===== src/rtl/lzc.sv =====
// Leading/trailing zero counter: MODE 0 counts trailing zeros, MODE 1 leading.
// empty_o flags an all-zero input; cnt_o is 0 in that case.
module lzc #(
    parameter int WIDTH = 8,
    parameter int MODE  = 0
) (
    input  logic [WIDTH-1:0]         in_i,
    output logic [$clog2(WIDTH)-1:0] cnt_o,
    output logic                     empty_o
);

    localparam int CW = $clog2(WIDTH);

    always_comb begin
        cnt_o   = '0;
        empty_o = ~|in_i;
        if (MODE == 0) begin
            for (int i = WIDTH - 1; i >= 0; i--) begin
                if (in_i[i]) cnt_o = CW'(i);
            end
        end else begin
            for (int i = 0; i < WIDTH; i++) begin
                if (in_i[i]) cnt_o = CW'(WIDTH - 1 - i);
            end
        end
    end

endmodule


===== src/rtl/bitmask_serializer.sv =====
// Serialises the set bits of a request mask into one index per handshake,
// lowest-first (MODE 0) or highest-first (MODE 1).
module bitmask_serializer #(
    parameter int WIDTH = 8,
    parameter int MODE  = 0,
    localparam int IDX_W = $clog2(WIDTH)
) (
    input  logic             clk_i,
    input  logic             rst_i,
    input  logic             flush_i,
    input  logic [WIDTH-1:0] mask_i,
    input  logic             mask_valid_i,
    output logic             mask_ready_o,
    output logic [IDX_W-1:0] idx_o,
    output logic             last_o,
    output logic             idx_valid_o,
    input  logic             idx_ready_i,
    output logic             busy_o
);

    if (WIDTH < 2) begin : g_width_check
        $error("bitmask_serializer: WIDTH must be >= 2");
    end

    typedef enum logic {
        IDLE,
        BUSY
    } state_t;

    state_t           state_q;
    logic [WIDTH-1:0] pending_q;
    logic [IDX_W-1:0] cnt;
    logic             empty;
    logic [IDX_W-1:0] idx_raw;
    logic [WIDTH-1:0] sel_onehot;
    logic [WIDTH-1:0] remain;
    logic             out_fire;
    logic             accept;

    lzc #(
        .WIDTH (WIDTH),
        .MODE  (MODE)
    ) u_lzc (
        .in_i    (pending_q),
        .cnt_o   (cnt),
        .empty_o (empty)
    );

    assign idx_raw    = (MODE == 0) ? cnt : IDX_W'(WIDTH - 1) - cnt;
    assign sel_onehot = WIDTH'(1) << idx_raw;
    assign remain     = pending_q & ~sel_onehot;

    assign busy_o      = (state_q == BUSY);
    assign idx_valid_o = busy_o;
    assign idx_o       = busy_o ? idx_raw : '0;
    assign last_o      = busy_o && (remain == '0);

    assign out_fire = idx_valid_o && idx_ready_i;
    // Taking a new mask alongside the final index keeps back-to-back masks bubble-free.
    assign mask_ready_o = !flush_i && (!busy_o || (out_fire && last_o));
    assign accept       = mask_valid_i && mask_ready_o;

    always_ff @(posedge clk_i or posedge rst_i) begin
        if (rst_i) begin
            state_q   <= IDLE;
            pending_q <= '0;
        end else if (flush_i) begin
            state_q   <= IDLE;
            pending_q <= '0;
        end else if (accept) begin
            pending_q <= mask_i;
            state_q   <= (mask_i != '0) ? BUSY : IDLE;
        end else if (out_fire) begin
            pending_q <= remain;
            if (last_o) state_q <= IDLE;
        end
    end

    a_busy_nonempty: assert property (
        @(posedge clk_i) disable iff (rst_i) (state_q == BUSY) |-> !empty
    );

endmodule


===== config.mk =====
export PLATFORM = sky130hd
export DESIGN_NAME = bitmask_serializer
export DESIGN_NICKNAME = d
export VERILOG_FILES = /design/src/rtl/lzc.sv /design/src/rtl/bitmask_serializer.sv
export SDC_FILE = /design/constraint.sdc
export NUM_CORES = 1
export LEC_CHECK = 0
export CORE_MARGIN = 4
export CORE_UTILIZATION = 43
export CTS_CLUSTER_DIAMETER = 100
export CTS_CLUSTER_SIZE = 25
export DETAILED_ROUTE_END_ITERATION = 6
export PLACE_DENSITY = 0.75
export SLEW_MARGIN = 5
export SYNTH_ARGS = -nofsm -noshare
export SYNTH_HDL_FRONTEND = slang
export SYNTH_SLANG_ARGS = --single-unit

===== constraint.sdc =====
create_clock -name clk_i -period 2.17 [get_ports clk_i]
set_input_delay 0.217 -clock clk_i [delete_from_list [all_inputs] [get_ports clk_i]]
set_output_delay 0.217 -clock clk_i [all_outputs]
set_load 0.02 [all_outputs]

==> results of run 1 <==
## state kept, by name (all words and copies together), names as in the netlist
name       cells
busy_o         1
pending_q      8
## Yosys cell counts (3+ instances only)
| master | instances |
|---|---|
| a211oi_1 | 3 |
| a21oi_1 | 5 |
| nand2_1 | 5 |
| nor3_1 | 4 |
| buf_4 | 3 |
| inv_1 | 8 |
| nor2_1 | 7 |
| o311ai_0 | 3 |
| o21ai_0 | 4 |
| dfrtp_1 | 9 |
| mux2i_1 | 4 |
## area by class of cell
class	count	share of cell area
Multi-Input combinational cell	63	0.4202
Tap cell	25	0.02750
Inverter	9	0.02970
Timing Repair Buffer	40	0.3014
Clock buffer	4	0.02310
Sequential cell	9	0.1980
## report_power, final
group	internal (mW)	leakage (nW)	switching [mW]
logic	0.158	0.367	0.150
registers	0.182	0.120	0.0156
clock network	0.0706	0.0150	0.0540
total	0.411	0.502	0.219
## layout by cell type, fill, tap and decap left out, drive strengths merged, types with 2 or more instances in the layout
cell | Yosys | final
or4 | 3 | 3
nor3b | 2 | 2
and4 | 2 | 2
dfrtp | 9 | 9
dlygate4sd2 | 0 | 2
inv | 8 | 8
o311ai | 3 | 3
clkbuf | 1 | 4
o21ai | 4 | 4
nand2 | 6 | 6
a2111oi | 2 | 2
a21oi | 5 | 5
a221o | 3 | 3
a211oi | 3 | 3
clkdlybuf4s50 | 0 | 14
nor3 | 4 | 4
buf | 4 | 24
mux2i | 4 | 4
nor2 | 7 | 7
## worst max-delay path by stage
stage	endpoint	cells past startpoint	start
2_1_floorplan	pending_q[2]	6	pending_q[1]
3_5_place_dp	last_o	5	pending_q[1]
5_1_grt	mask_ready_o	5	pending_q[1]
4_1_cts	mask_ready_o	5	pending_q[1]
3_3_place_gp	last_o	5	pending_q[1]
6_report	mask_ready_o	5	pending_q[1]
## worst max-delay path, stage by stage, from the launching register on
cell,delay [ns]
dfrtp_1,0.38
or4_4,0.53
o41a_1,0.36
a221o_2,0.39
nor2_4,0.11
buf_6,0.12
## logic make-up after synthesis
logic type	Yosys count	synth area share
AOI/OAI and AO/OA	29	0.3075
buffers and inverters	15	0.1197
DFF	9	0.2913
muxes	4	0.05178
and+or+nand+nor	30	0.2298
## per-stage QoR
step / utilization / power [mW]
after detailed placement: 0.6484 / 0.5022
after CTS: 0.6674 / 0.6320
after global placement: 0.6484 / 0.4946
after global routing: 0.6659 / 0.6719
final: 0.6659 / 0.6302
after floorplan: - / 0.3635
## repair_timing
action                                 in CTS  in global routing
setup endpoints to repair                  12                 11
endpoints found under the hold margin       0                  0
cloned                                      0                  0
gates resized for setup                    21                  3
pin swaps                                   3                  1
## per-layer routing
layer / up-vias / global-route usage / routed length, µm
met3: 4 / 0.05935 / 146
met5: - / 0 / 0
met1: 414 / 0.2169 / 942
li1: 411 / - / -
met2: 28 / 0.3391 / 1173
met4: 0 / 0.07175 / 27
==> results.md, run 1 <==
- In this run the power density over the cells is 554.1 mW/mm².
- The initial utilization of the core area, before any placement, comes to 0.4527.
- Summing over every cut layer, the via total after detailed routing is 857.
- The number of pins with negative max-slew slack in the final report was 0.
- The count of clock tree sinks is 9.
- The floorplan die area is 0.002541 mm².
- The summed instance area of the synthesized netlist is 773.2 µm².
- Setup repair after global routing could not meet its margin everywhere.
- Summed over all instances, the cell type with the most area after synthesis is dfrtp_1.
- The transition time at the pin with the least slew margin is 0.4396 ns.
- The critical path data required time is 1.95 ns.
- The setup slack of the worst register-to-register path is -0.18 ns.
- The worst-case headroom to the max-slew limit is 0.7032.
- The worst slack at placement is -0.3876 ns.
- The finished cells cover 0.001137 mm².
- In this run the core area contains 15 standard-cell rows.
- Once the clock tree was built, the setup fixing pass inserted 0 buffers.
- The number of violations of the max-capacitance limit is 0.
- The area of the multi-input gates is 478.0 µm².
- The first detailed-routing pass ran for 4 iterations.
- Yosys mapped the design onto 38 distinct sky130hd cell types.
- In the post-route analysis, the smallest setup slack over all paths is -0.1931 ns.
- Among all flip-flop cells after synthesis, the most frequent one is dfrtp_1.
- The post-route DRC violation count is 0.
- For this run, the number of Yosys warnings is 0.
- Along the worst path, the maximum fanout reaches 2.
- The HPWL after detailed placement is 1.833 mm.
- The clock edge transition at the registers on the reported setup and hold paths is 0.06 ns.
- The TritonCTS clock tree is yes.
- The flow ran to the end, but the final reports show violations.
- The final reports fail on setup timing.
- The routability-driven placement congestion ratio is 0.8800.
- The kind of end point of the critical path is a primary output.
- The type of the setup path with the least slack is flop to primary output.
- The initial detailed-routing violation count is 16.
- The clock arrives with 0.005883 ns of skew.
- The share of synthesized flip-flops with an asynchronous set or reset is 1.000.
- The final net count is 139.
- The worst hold-check path type is input port to async pin.
- STA classifies the critical path startpoint as a flop.
- The final layout contains routed wiring with a total length of 2.289 mm.
- The overall die width is 50.41 µm.
- The analysis attributes to cell leakage a power of 0.5022 nW.
- Dividing the final minimum period by the clock period gives 1.089.
- The count of buffers from port buffering is 19.
- The final critical path time including I/O delays and setup is 2.363 ns.
- Counting the buffers created by CTS gives 3.
- The cell area after placement is 0.001107 mm².
- The share of synthesized area in the top cell type comes to 0.2913.
- The number of antenna violations at the first check in global routing was 0.
- The detail route stage leaves a number of antenna-violating nets equal to 0.
- The overall track demand over capacity in global routing is 0.1930.
- The cell count after synthesis is 87.
- For the worst setup path, the data arrival time is 2.15 ns.
- The capture instance of the worst register-to-register path is pending_q[7].
- Using the TritonRoute via totals, the vias-per-cell ratio works out to 5.713.
- For this run, the register share of the synthesized area comes to 0.2913.
- The deepest clock path buffer count is 2.
- Entering global routing, the biggest net connects 12 pins.
- The cell sitting at the root of the clock tree is a clkbuf_4.
- The final worst hold slack is 0.2016 ns.
- Ranked by total cell area, the synthesized netlist is headed by dfrtp_1 (29%), mux2i_1 (5.2%), inv_1 (3.9%).
- The average detailed-routed wire length per instance is 15.26 µm.
- After synthesis the netlist holds a flip-flop and latch count of 9.
- The sequential cells in the finished layout cover a total of 225.2 µm².
- The first global-routing pass estimated 3.684 mm of wire.
- Summed over all layers, the global routing overflow is 0.
- The area of the placeable core is 0.001708 mm².
- The worst register-to-register path begins at pending_q[1].
- The via count of the first global-routing pass came to 849.
- The count of final hold-check violations is 0.
- The synthesized area per cell is 8.888 µm².
- The die height is 50.41 µm.
- The clock latency of the later-clocked register in the worst-skew pair is 0.26 ns.
- For the final routed database, the setup TNS stands at -0.8258 ns.
- The number of flops mapped to enable cells by yosys is 0.
- Setup violations remaining at the end of the flow were counted as 8.
- The repair_antennas step left the layout with diodes totalling 0.
- In the final layout, the share of cells above drive strength 1 is 0.3120.
- The layout has 146 filler cells.
- The worst-case IR drop observed on VDD is 0.4696 mV.
- The number of buffers added to fix hold violations after cts is 0.
- The worst-case reg-to-reg path depth is 6.
- Compared with the post-synthesis result, the final layout area differs by 47.09%.
- In this run the number of H-tree levels came out at 1.
- Excluding fillers, the count of instances in the completed layout stands at 150.
- The cell count after placement is 146.
- Pin placement for this block handled 20 I/O pins.
- Derived from the worst setup path, the maximum achievable clock frequency is 423.2 MHz.
- The net count after synthesis is 100.
Power figures use the tool's default switching activity.
==> run 2, diff against run 1 <==
Settings changed: CORE_MARGIN 4 to not set.
==> run 2 against run 1 <==
Compared with the run above: the flow still finishes with violations (setup timing); highest routed layer unchanged; maximum frequency is 1.4% lower; first-iteration DRC count is 50% higher; sequential cell count stayed put; core utilization is 6.2 points higher; via count is 7.7% higher; wire length is 13% higher; power is 4.6% higher; worst setup slack worse by 0.033 ns; clock skew is 0.0042 ns lower; count of clock-buffer cells in the layout stayed put.
==> results.md, run 2 (synthesized netlist as in run 1, its figures left out) <==
- Status: finished, violations left (unchanged).
- Failing checks: setup timing (unchanged).
- The first-pass GRT wire length was 4.367 mm (was 3.684 mm).
- The count of buffers from port buffering is 19 (unchanged).
- The setup slack of the worst register-to-register path is -0.20 ns (was -0.18 ns).
- The critical path data arrival time was 2.18 ns (was 2.15 ns).
- The final worst-path setup slack is -0.2257 ns (was -0.1931 ns).
- The number of pins with negative max-slew slack in the final report came to 0 (unchanged).
- The worst-case reg-to-reg path depth is 7 (was 6).
- The clock latency of the later-clocked register in the worst-skew pair is 0.28 ns (was 0.26 ns).
- The floorplan die area was 0.001972 mm² (was 0.002541 mm²).
- The number of violations of the max-capacitance limit was 0 (unchanged).
- The top register by number of flip-flops is pending_q (unchanged).
- The startpoint of the worst-slack reg-to-reg timing path is pending_q[1] (unchanged).
- The final net count is 139 (unchanged).
- The HPWL reported at the end of detailed placement is 1.899 mm (was 1.833 mm).
- The TritonCTS clock tree is yes (unchanged).
- The wire length after detailed routing is 2.591 mm (was 2.289 mm).
- The post-route DRC violation count is 0 (unchanged).
- The initial detailed-routing violation count is 24 (was 16).
- The layout overhead on the synthesized area came to 50.16% (was 47.09%).
- The final critical path time including I/O delays and setup is 2.396 ns (was 2.363 ns).
- The largest fanout on the critical path came to 2 (unchanged).
- The number of detailed-routing iterations run before antenna repair is 4 (unchanged).
- The proportion of total power due to net switching came to 0.3711 (was 0.3483).
- The count of final hold-check violations was 0 (unchanged).
- The worst-case headroom to the max-slew limit is 0.7168 (was 0.7032).
- The post-route total power was 0.6591 mW (was 0.6302 mW).
- The kind of launch point of the worst setup path is a flop (unchanged).
- The clock tree skew after final layout is 0.001642 ns (was 0.005883 ns).
- The TritonCTS buffer count is 3 (unchanged).
- RSZ-0062 raised after global routing: yes (unchanged).
- The remaining global-route overflow is 0 (unchanged).
- The internal power was 0.4145 mW (was 0.4107 mW).
- The leakage power was 0.5085 nW (was 0.5022 nW).
- The maximum clock frequency was 417.4 MHz (was 423.2 MHz).
- The clock edge transition at the registers on the reported setup and hold paths is 0.06 ns (about the same).
- The area of the placeable core was 0.001594 mm² (was 0.001708 mm²).
- The overall die width was 44.41 µm (was 50.41 µm).
- The maximum VDD drop is 0.3922 mV (was 0.4696 mV).
- The number of failing setup endpoints in the final timing report is 9 (was 8).
- The via count of the first global-routing pass is 905 (was 849).
- The number of flip-flops in the largest register came to 8 (unchanged).
- The type of the setup path with the least slack is flop to primary output (unchanged).
- The detail-routed via count per cell came to 6.195 (was 5.713).
- The fraction of final layout cells sized beyond drive strength 1 was 0.3520 (was 0.3120).
- The overall track demand over capacity in global routing is 0.3178 (was 0.1930).
- The average detailed-routed wire length per instance was 17.39 µm (was 15.26 µm).
- The worst hold-check path type is input port to async pin (unchanged).
- The deepest clock path buffer count is 2 (unchanged).
- The power density over the cells came to 567.6 mW/mm² (was 554.1 mW/mm²).
- The sequential fraction of design power is 0.300 (was 0.313).
- The share of power burned in the clock network came to 0.208 (was 0.198).
- The standard-cell row count came to 14 (was 15).
- The master cell of the clock root buffer was clkbuf_4 (unchanged).
- The count of antenna diodes in the layout was 0 (unchanged).
- The final worst hold slack is 0.2099 ns (was 0.2016 ns).
- The largest net degree at the start of global routing came to 12 (unchanged).
- The kind of end point of the critical path is a primary output (unchanged).
- The die height is 44.41 µm (was 50.41 µm).
- The count of clock tree sinks is 9 (unchanged).
- The number of top-level design ports came to 20 (unchanged).
- The post-route antenna net violation count is 0 (unchanged).
- The number of antenna violations at the first check in global routing is 0 (unchanged).
- The commonest non-fill, non-tap cell in the layout is buf_4 (unchanged).
- The number of buffers added to fix hold violations after cts is 0 (unchanged).
- Commonest non-fill, non-tap cells in the layout: buf_4 (19), clkdlybuf4s50_1 (14), dfrtp_1 (9) (was buf_4 (21), clkdlybuf4s50_1 (14), dfrtp_1 (9)).
- The net switching power is 0.2446 mW (was 0.2195 mW).
- The number of H-tree levels was 1 (unchanged).
- The transition time at the pin with the least slew margin is 0.4195 ns (was 0.4396 ns).
- The initial cell density of the core is 0.4851 (was 0.4527).
- The relative contribution of combinational cells to total power is 0.492 (was 0.489).
- The vias after detailed routing is 923 (was 857).
- The ratio of final minimum period to clock period is 1.104 (was 1.089).
- The critical path data required time was 1.95 ns (about the same).
- The capture instance of the worst register-to-register path is pending_q[2] (was pending_q[7]).
- The routability-driven placement congestion ratio is 0.9229 (was 0.8800).
run 2: cell count changes in the layout (fill, tap and decap cells not counted):
| cell | delta |
|---|---|
| a2111oi_0 | -1 |
| clkbuf_2 | +1 |
| buf_6 | +2 |
| o41ai_2 | +1 |
| a21oi_2 | +2 |
| o41ai_1 | -1 |
| a21oi_1 | -2 |
| a2111oi_2 | +1 |
| dlygate4sd2_1 | -1 |
| buf_4 | -2 |
run 2: worst max-delay path by stage:
stage | startpoint | to | slack [ns] | cells after the start
CTS | pending_q[1] | mask_ready_o | -0.18 | 5
global placement | pending_q[1] | last_o | -0.37 | 5
global route | pending_q[2] | mask_ready_o | -0.26 | 5
floorplan | pending_q[1] | pending_q[2] | -0.09 | 6
finish | pending_q[1] | mask_ready_o | -0.23 | 5
detailed placement | pending_q[1] | last_o | -0.39 | 5
run 2: cell type report:
class	count	area, µm²
fill	131	432.9
clock buffer	4	26.28
tap	24	30.03
inverter	9	33.78
multi-input combinational	63	499.2
sequential	9	225.2
timing repair buffer	40	346.6
run 2: through the flow:
step	instance area (µm²)	util	setup WS (ns)	setup TNS (ns)	cells
floorplan	787.0	-	-0.09452	-0.2271	87
global placement	1106	0.6939	-0.3736	-1.390	145
detailed placement	1106	0.6939	-0.3936	-1.540	145
CTS	1141	0.7159	-0.1798	-1.050	149
global route	1161	0.7284	-0.2628	-1.847	149
finish	1161	0.7284	-0.2257	-1.444	149
run 2: metal layers:
metal,GRT usage,wire (µm),share of wire,vias to the layer above
met4,0.1515,82,0.032,0
met1,0.3980,982,0.38,443
li1,-,-,-,416
met5,0,0,0,-
met3,0.07755,206,0.080,13
met2,0.5118,1319,0.51,51
run 2: critical path, cell delays in order (launching register included):
cell and delay, ns:
dfrtp_1 0.38, or4_4 0.54, o41a_1 0.36, a221o_2 0.39, nor2_4 0.10, buf_6 0.13
run 2: power groups by stage:
stage | Sequential (mW) | Clock, mW | Combinational (mW)
final | 0.198 | 0.137 | 0.324
after CTS | 0.196 | 0.135 | 0.307
after floorplan | 0.199 | 0 | 0.165
after detailed placement | 0.199 | 0 | 0.301
after global routing | 0.199 | 0.147 | 0.346
after global placement | 0.198 | 0 | 0.293
run 2: what timing repair did:
| item | CTS | global route |
|---|---|---|
| gates resized for setup | 25 | 8 |
| endpoints found under the setup margin | 12 | 14 |
| setup buffers | 0 | 0 |
| pin swaps | 6 | 4 |
